===== src/rtl/npu_pkg.sv =====
// Shared constants, state encoding and accumulator-limit helpers for NPU processing elements.
package npu_pkg;

    localparam int unsigned NPU_DATA_W = 8;
    localparam int unsigned NPU_ACC_W  = 32;
    // Widest accumulator the limit helpers can describe; callers size-cast down to their ACC_W.
    localparam int unsigned MAX_ACC_W  = 64;

    typedef enum logic {
        PE_IDLE  = 1'b0,
        PE_ACCUM = 1'b1
    } pe_state_t;

    // Largest representable accumulator value for width w.
    function automatic logic [MAX_ACC_W-1:0] acc_max(input int unsigned w, input bit is_signed);
        logic [MAX_ACC_W-1:0] ones;
        ones = '1;
        return ones >> (MAX_ACC_W - w + (is_signed ? 32'd1 : 32'd0));
    endfunction

    // Smallest representable accumulator value for width w (bit pattern within the low w bits).
    function automatic logic [MAX_ACC_W-1:0] acc_min(input int unsigned w, input bit is_signed);
        logic [MAX_ACC_W-1:0] one;
        one = MAX_ACC_W'(1);
        return is_signed ? (one << (w - 32'd1)) : '0;
    endfunction

endpackage


===== src/rtl/pe_mac_unit.sv =====
// Combinational multiply-accumulate step: product extension plus wrapping or saturating add.
module pe_mac_unit
    import npu_pkg::*;
#(
    parameter int unsigned DATA_W   = NPU_DATA_W,
    parameter int unsigned ACC_W    = NPU_ACC_W,
    parameter bit          SIGNED   = 1'b1,
    parameter bit          SATURATE = 1'b0
) (
    input  logic [DATA_W-1:0] a,
    input  logic [DATA_W-1:0] b,
    input  logic [ACC_W-1:0]  acc,
    output logic [ACC_W-1:0]  acc_next,
    output logic              sat_event
);

    localparam int unsigned       PROD_W  = 2 * DATA_W;
    localparam logic [ACC_W-1:0]  SAT_MAX = ACC_W'(acc_max(ACC_W, SIGNED));
    localparam logic [ACC_W-1:0]  SAT_MIN = ACC_W'(acc_min(ACC_W, SIGNED));

    logic [PROD_W-1:0] a_ext;
    logic [PROD_W-1:0] b_ext;
    logic [PROD_W-1:0] prod;
    logic [ACC_W-1:0]  prod_ext;
    logic [ACC_W:0]    sum_w;
    logic [ACC_W-1:0]  sum;
    logic              ovf;

    // Multiply at full product width, extend to accumulator width, add and clamp on overflow.
    always_comb begin
        // Operands are extended to the product width so the low PROD_W bits of an
        // unsigned multiply equal the two's-complement product in signed mode.
        a_ext = SIGNED ? {{DATA_W{a[DATA_W-1]}}, a} : {{DATA_W{1'b0}}, a};
        b_ext = SIGNED ? {{DATA_W{b[DATA_W-1]}}, b} : {{DATA_W{1'b0}}, b};
        prod  = a_ext * b_ext;

        prod_ext = SIGNED ? ACC_W'($signed(prod)) : ACC_W'(prod);

        sum_w = {1'b0, acc} + {1'b0, prod_ext};
        sum   = sum_w[ACC_W-1:0];

        if (SIGNED) begin
            ovf = (acc[ACC_W-1] == prod_ext[ACC_W-1]) && (sum[ACC_W-1] != acc[ACC_W-1]);
        end else begin
            ovf = sum_w[ACC_W];
        end

        acc_next  = sum;
        sat_event = 1'b0;
        if (SATURATE && ovf) begin
            sat_event = 1'b1;
            // Signed overflow can only occur with like-signed operands; the accumulator sign picks the rail.
            acc_next  = (SIGNED && acc[ACC_W-1]) ? SAT_MIN : SAT_MAX;
        end
    end

endmodule


===== src/rtl/pe_mac_stream.sv =====
// Output-stationary systolic PE: operand forwarding, per-tile accumulation FSM,
// single-entry ready/valid result buffer and sticky overrun/saturation flags.
module pe_mac_stream
    import npu_pkg::*;
#(
    parameter int unsigned DATA_W   = NPU_DATA_W,
    parameter int unsigned ACC_W    = NPU_ACC_W,
    parameter bit          SIGNED   = 1'b1,
    parameter bit          SATURATE = 1'b0
) (
    input  logic              clk,
    input  logic              rst,
    input  logic [DATA_W-1:0] in_north,
    input  logic [DATA_W-1:0] in_west,
    input  logic              in_valid,
    input  logic              in_last,
    input  logic              clr_flags,
    output logic [DATA_W-1:0] out_south,
    output logic [DATA_W-1:0] out_east,
    output logic              out_valid,
    output logic              out_last,
    output logic [ACC_W-1:0]  result,
    output logic              result_valid,
    input  logic              result_ready,
    output logic              busy,
    output logic              overrun,
    output logic              sat
);

    logic [DATA_W-1:0] south_q;
    logic [DATA_W-1:0] east_q;
    logic              fwd_valid_q;
    logic              fwd_last_q;

    pe_state_t         state_q, state_d;
    logic [ACC_W-1:0]  acc_q, acc_d;
    logic [ACC_W-1:0]  result_q, result_d;
    logic              rvalid_q, rvalid_d;
    logic              overrun_q, overrun_d;
    logic              sat_q, sat_d;

    logic [ACC_W-1:0]  mac_next;
    logic              mac_sat;
    logic              publish;
    logic              transfer;

    pe_mac_unit #(
        .DATA_W   (DATA_W),
        .ACC_W    (ACC_W),
        .SIGNED   (SIGNED),
        .SATURATE (SATURATE)
    ) u_mac (
        .a         (in_north),
        .b         (in_west),
        .acc       (acc_q),
        .acc_next  (mac_next),
        .sat_event (mac_sat)
    );

    // Operand and sideband forwarding to south/east neighbours, one stage, no backpressure.
    always_ff @(posedge clk) begin
        if (rst) begin
            south_q     <= '0;
            east_q      <= '0;
            fwd_valid_q <= 1'b0;
            fwd_last_q  <= 1'b0;
        end else begin
            south_q     <= in_north;
            east_q      <= in_west;
            fwd_valid_q <= in_valid;
            fwd_last_q  <= in_last;
        end
    end

    // Tile FSM: accumulate valid pairs, publish on the last one; acc is zero whenever in IDLE.
    always_comb begin
        state_d = state_q;
        acc_d   = acc_q;
        publish = 1'b0;
        case (state_q)
            PE_IDLE: begin
                if (in_valid) begin
                    if (in_last) begin
                        publish = 1'b1;
                    end else begin
                        acc_d   = mac_next;
                        state_d = PE_ACCUM;
                    end
                end
            end
            PE_ACCUM: begin
                if (in_valid) begin
                    if (in_last) begin
                        publish = 1'b1;
                        acc_d   = '0;
                        state_d = PE_IDLE;
                    end else begin
                        acc_d   = mac_next;
                    end
                end
            end
            default: begin
                state_d = PE_IDLE;
                acc_d   = '0;
            end
        endcase
    end

    // Result buffer handshake and sticky flags; a set event outranks clr_flags.
    always_comb begin
        transfer  = rvalid_q && result_ready;
        result_d  = result_q;
        rvalid_d  = rvalid_q;
        overrun_d = overrun_q;
        sat_d     = sat_q;

        if (publish) begin
            result_d = mac_next;
            rvalid_d = 1'b1;
        end else if (transfer) begin
            rvalid_d = 1'b0;
        end

        if (clr_flags) begin
            overrun_d = 1'b0;
            sat_d     = 1'b0;
        end
        if (publish && rvalid_q && !result_ready) begin
            overrun_d = 1'b1;
        end
        if (SATURATE && in_valid && mac_sat) begin
            sat_d = 1'b1;
        end
    end

    // State, accumulator, result and flag registers.
    always_ff @(posedge clk) begin
        if (rst) begin
            state_q   <= PE_IDLE;
            acc_q     <= '0;
            result_q  <= '0;
            rvalid_q  <= 1'b0;
            overrun_q <= 1'b0;
            sat_q     <= 1'b0;
        end else begin
            state_q   <= state_d;
            acc_q     <= acc_d;
            result_q  <= result_d;
            rvalid_q  <= rvalid_d;
            overrun_q <= overrun_d;
            sat_q     <= sat_d;
        end
    end

    assign out_south    = south_q;
    assign out_east     = east_q;
    assign out_valid    = fwd_valid_q;
    assign out_last     = fwd_last_q;
    assign result       = result_q;
    assign result_valid = rvalid_q;
    assign busy         = (state_q == PE_ACCUM);
    assign overrun      = overrun_q;
    assign sat          = sat_q;

endmodule


===== config.mk =====
export PLATFORM = sky130hd
export DESIGN_NAME = pe_mac_stream
export DESIGN_NICKNAME = d
export VERILOG_FILES = /design/src/rtl/npu_pkg.sv /design/src/rtl/pe_mac_unit.sv /design/src/rtl/pe_mac_stream.sv
export SDC_FILE = /design/constraint.sdc
export NUM_CORES = 1
export LEC_CHECK = 0
export CAP_MARGIN = 0
export CORE_MARGIN = 2
export CORE_UTILIZATION = 35
export DETAILED_ROUTE_END_ITERATION = 10
export PLACE_DENSITY = 0.57
export SYNTH_ARGS = -nofsm -noshare
export SYNTH_HDL_FRONTEND = slang
export SYNTH_HIERARCHICAL = 1
export SYNTH_SLANG_ARGS = --single-unit
export TNS_END_PERCENT = 100

===== constraint.sdc =====
create_clock -name clk -period 7.6 [get_ports clk]
set_clock_uncertainty 0.2 [all_clocks]
set_input_delay 0.76 -clock clk [delete_from_list [all_inputs] [get_ports clk]]
set_output_delay 0.76 -clock clk [all_outputs]
set_load 0.05 [all_outputs]

==> reports/qor.txt, run 1 <==
Result of the run: finished clean
Worst-case setup margin in the final layout: 0.329 ns
Hold Path Stages: 2
DP Worst Slack: -0.301 ns
Bufs and invs on worst path: 5
Wire length reported by the detailed router: 15.5 mm
Wirelength per Cell: 13.3 um
First-pass iteration count of the detailed router: 4
Post-Syn Area per Cell: 8.96 sq um
Synth Warn #: 6
Vias: 5472
CTS hold repair buffers: 0
Number of global-route vias before repair: 5656
Transition time of the tightest slew-check pin: 1.02 ns
Number of DRC markers in iteration 0: 230
Clk sink count: 85
Cell count after synthesis: 757
Per-cell via count in the routed design: 4.69
Highest net fanout along the worst path: 7
Wire length of the first global-routing pass: 26.8 mm
Starting density of the core: 36.0%
Detailed Place HPWL: 11.5 mm
Die Span X: 143 um
Maxcap violations: 0
Critical path required time: 7.65 ns
Maximum operating frequency: 0.138 GHz
Max stage delay cell, worst path: sky130_fd_sc_hd__clkdlybuf4s50_1
Final-layout fill cell count: 1825
Largest net degree at the start of global routing: 55
Syn-to-layout area delta: 29.1%
Count of antenna diodes in the layout: 0
Final number of hold-violating endpoints: 0
GRT Residual Overflow: 0
Final setup violation count: 0
Insertion delay of the later-clocked pin in the worst-skew pair: 0.35 ns
Post-route DRC: 0
Count of standard-cell rows: 50
Worst path top cell family by delay: compound AO/OA/AOI/OAI gates
Number of antenna violations at the first check in global routing: 0
Normalized max-slew margin: 31.7%
Element type at the critical path end: flop
CP startpoint kind: input port
Area of combinational cells with multiple inputs: 4680 sq um
Storage cell area: 1700 sq um
Share of final-layout standard cells stronger than drive strength 1: 13.2%
Final Cycle Share: 95.7%
Core footprint: 18800 sq um
Total routing usage reported by global routing: 16.3%
Vertical die dimension: 143 um
Number of buffers added by the clock tree synthesis step: 9
Placer's final routability congestion estimate: 0.831
NumNets Final: 1041
Arrival time at the worst endpoint: 7.32 ns
Clock tree from TritonCTS: yes
Level count of the clock H-tree: 3
Area of all placed cells without fillers: 8760 sq um
Setup_tns: 0 ns
Clock Path Buffers: 2
Die outline area: 20500 sq um
Most numerous cell on the critical path: sky130_fd_sc_hd__fa_1
Instance area after placement: 8320 sq um
Mapped cell area: 6780 sq um
Final count of pins violating max slew: 0
Classification of the worst setup path: in -> reg
I/O pin count: 76
IO buf count: 74
Clock root buffer master: sky130_fd_sc_hd__clkbuf_16
Post-DRT Antenna Nets: 0
Final critical delay including setup and external delays: 7.27 ns
Crit path depth: 28
Length in cells of the worst reg-to-reg path: 11
Min-Delay Path Class: reg -> reg
Clock transition at the registers of the reported paths: 0.06 ns
Synthesized Nets: 897
Maximum cell stage delay along the critical path: 0.55 ns
-- cells in the final DEF, fill, tap and decap left out, drive strengths merged, types with 12 or more instances in the layout --
cell type	count
a21o	18
a21oi	72
a22o	32
and2	45
buf	82
clkbuf	12
clkdlybuf4s50	63
dfxtp	85
fa	56
ha	62
inv	97
nand2	94
nor2b	25
o21ai	13
xnor2	31
-- tightest hold or removal path: cells and delay by family (launching register included) --
kind            cells  cell delay (ns)
flops               1             0.31
simple gates        1             0.05
compound gates      1             0.05
-- final timing paths --
path / start / endpoint / slack, ns
setup / recovery: in_north[1] / acc_q[28]$_SDFFE_PP0P_ / 0.33
hold / removal: result[4]$_SDFFE_PP0P_ / result[4]$_SDFFE_PP0P_ / 0.25
setup reg to reg: acc_q[0]$_SDFFE_PP0P_ / acc_q[28]$_SDFFE_PP0P_ / 4.35
hold reg to reg: result[4]$_SDFFE_PP0P_ / result[4]$_SDFFE_PP0P_ / 0.25
-- timing repair --
| item | CTS | global route |
|---|---|---|
| resized for setup | 0 | 33 |
| setup endpoints to repair | 0 | 24 |
| buffers inserted | 0 | 2 |
-- state kept, by name, indices dropped and copies added, names as in the netlist, named ones only --
signal        flops
acc_q            32
out_east          8
out_last          1
out_south         8
out_valid         1
overrun           1
result           32
result_valid      1
-- metal layers --
layer / track usage, % / part of all wire (%) / vias to the layer above
met3: 2.68 / 2.7 / 11
met1: 22.6 / 50 / 2583
li1: - / - / 2820
met4: 4.33 / 1.1 / 0
met2: 26.6 / 46 / 58
met5: 0 / 0 / -
-- through the flow --
stage	hold slack, ns	util (%)	cells
6_report	0.253	46.5	1166
5_1_grt	0.268	46.5	1166
4_1_cts	0.256	45.8	1164
3_5_place_dp	0.247	44.2	1148
3_3_place_gp	0.244	44.2	1148
2_1_floorplan	0.251	-	757
-- cell type report --
cell class / count / share of cell area, %
multi-input combinational: 554 / 53.5
timing repair buffer: 155 / 15.7
tap: 260 / 3.71
clock buffer: 12 / 2.93
sequential: 85 / 19.4
clock inverter: 4 / 0.629
inverter: 96 / 4.11
Power of run 1 is left out: the tool's default activity adds up to more than one toggle a clock period on the data nets, which glitch-free logic cannot reach.
==> run 2: changes to the inputs <==
- SLEW_MARGIN: default -> 30
==> reports/qor.txt, run 2 (synthesis results as in run 1) <==
Number of DRC markers in iteration 0: 249
Clock Path Buffers: 2
Clock transition at the registers of the reported paths: 0.06 ns
Transition time of the tightest slew-check pin: 0.669 ns
Instance area after placement: 8320 sq um
Highest net fanout along the worst path: 6
First-pass iteration count of the detailed router: 4
Final setup violation count: 0
Max stage delay cell, worst path: sky130_fd_sc_hd__fa_1
Most frequent standard cell in the layout excluding fill and tap cells: sky130_fd_sc_hd__inv_1
Final count of pins violating max slew: 0
Worst path top cell family by delay: adder cells
Maxcap violations: 0
Starting density of the core: 36.0%
Number of global-route vias before repair: 5656
Largest net degree at the start of global routing: 55
Arrival time at the worst endpoint: 7.31 ns
Wire length of the first global-routing pass: 26.8 mm
Clock root buffer master: sky130_fd_sc_hd__clkbuf_16
Bufs and invs on worst path: 4
Detailed Place HPWL: 11.5 mm
Normalized max-slew margin: 55.4%
Number of antenna violations at the first check in global routing: 0
Maximum operating frequency: 0.138 GHz
Reg-to-reg critical path startpoint: acc_q[0]$_SDFFE_PP0P_
R2r endpoint: acc_q[28]$_SDFFE_PP0P_
Clock tree from TritonCTS: yes
Vias: 5467
Placer's final routability congestion estimate: 0.831
CP startpoint kind: input port
Maximum cell stage delay along the critical path: 0.56 ns
NumNets Final: 1042
Final-layout fill cell count: 1822
Setup_tns: 0 ns
Die Span X: 143 um
Wire length reported by the detailed router: 15.5 mm
Total routing usage reported by global routing: 16.3%
Most numerous cell on the critical path: sky130_fd_sc_hd__fa_1
Wirelength per Cell: 13.3 um
Count of antenna diodes in the layout: 0
IO buf count: 74
Flop-to-flop setup slack: 4.35 ns
Count of standard-cell rows: 50
GRT Residual Overflow: 0
Number of buffers added by the clock tree synthesis step: 9
Post-route DRC: 0
Final Cycle Share: 95.6%
Per-cell via count in the routed design: 4.68
Vertical die dimension: 143 um
Commonest non-fill, non-tap cells in the layout: sky130_fd_sc_hd__inv_1 (96), sky130_fd_sc_hd__nand2_1 (93), sky130_fd_sc_hd__dfxtp_1 (85)
Clk sink count: 85
Beginning of the worst hold path: result[1]$_SDFFE_PP0P_
Final critical delay including setup and external delays: 7.27 ns
Share of final-layout standard cells stronger than drive strength 1: 13.3%
Critical path required time: 7.65 ns
I/O pin count: 76
Element type at the critical path end: flop
Min-Delay Path Class: reg -> reg
Final number of hold-violating endpoints: 0
Classification of the worst setup path: in -> reg
Area of all placed cells without fillers: 8790 sq um
Result of the run: finished clean
CTS hold repair buffers: 0
Syn-to-layout area delta: 29.5%
Worst Hold End: result[1]$_SDFFE_PP0P_
Core footprint: 18800 sq um
Level count of the clock H-tree: 3
Post-DRT Antenna Nets: 0
Insertion delay of the later-clocked pin in the worst-skew pair: 0.36 ns
Hold Path Stages: 2
Die outline area: 20500 sq um
Length in cells of the worst reg-to-reg path: 11
run 2: cell types whose count changed in the layout (fill, tap and decap cells not counted):
cell / change
sky130_fd_sc_hd__buf_16: +1
run 2: final cells by class:
cell class / count / area (sq um) / area share, %
clock buffer: 12 / 256 / 2.92
clock inverter: 4 / 55.1 / 0.627
inverter: 96 / 360 / 4.10
multi-input combinational: 554 / 4680 / 53.3
sequential: 85 / 1700 / 19.4
tap: 260 / 325 / 3.70
timing repair buffer: 156 / 1400 / 16.0
run 2: worst register-to-register path, delay by kind of cell (launching register included):
family                   cells  cell delay (ns)
AO/OA/AOI/OAI                8             1.87
adder cells (fa/ha/maj)      2             0.63
flip-flops                   1             0.31
AND/OR/NAND/NOR              1             0.15
run 2: worst max path at each step:
| stage | from | to | slack (ns) | cells after the start |
|---|---|---|---|---|
| after detailed placement | in_west[7] | result[29]$_SDFFE_PP0P_ | -0.30 | 27 |
| after floorplan | in_west[4] | result[29]$_SDFFE_PP0P_ | 0.15 | 27 |
| after global placement | in_west[7] | acc_q[29]$_SDFFE_PP0P_ | -0.18 | 27 |
| after global routing | in_north[1] | acc_q[28]$_SDFFE_PP0P_ | -0.02 | 29 |
| after CTS | in_west[7] | acc_q[29]$_SDFFE_PP0P_ | 0.03 | 27 |
| final | in_north[1] | acc_q[28]$_SDFFE_PP0P_ | 0.33 | 26 |
run 2: per-layer routing:
metal  vias up  GRT usage [%]  part of all wire, %
li1       2821              -                    -
met1      2574           22.6                   50
met4         0           4.33                  1.2
met2        61           26.6                   46
met3        11           2.68                  2.5
met5         -              0                    0
run 2: timing repair:
item	CTS	global route
gates resized for setup	0	33
endpoints found under the setup margin	0	24
endpoints found under the hold margin	0	0
buffers inserted	0	2
run 2: metrics by stage:
stage                     worst slack, ns  hold WS [ns]  cells  util, %
after floorplan                     0.151         0.251    757        -
after global placement             -0.184         0.244   1148     44.2
after detailed placement           -0.301         0.247   1148     44.2
after CTS                          0.0300         0.256   1164     45.8
after global routing              -0.0209         0.268   1167     46.7
final                               0.335         0.253   1167     46.7
Power of run 2 is left out for the same reason.
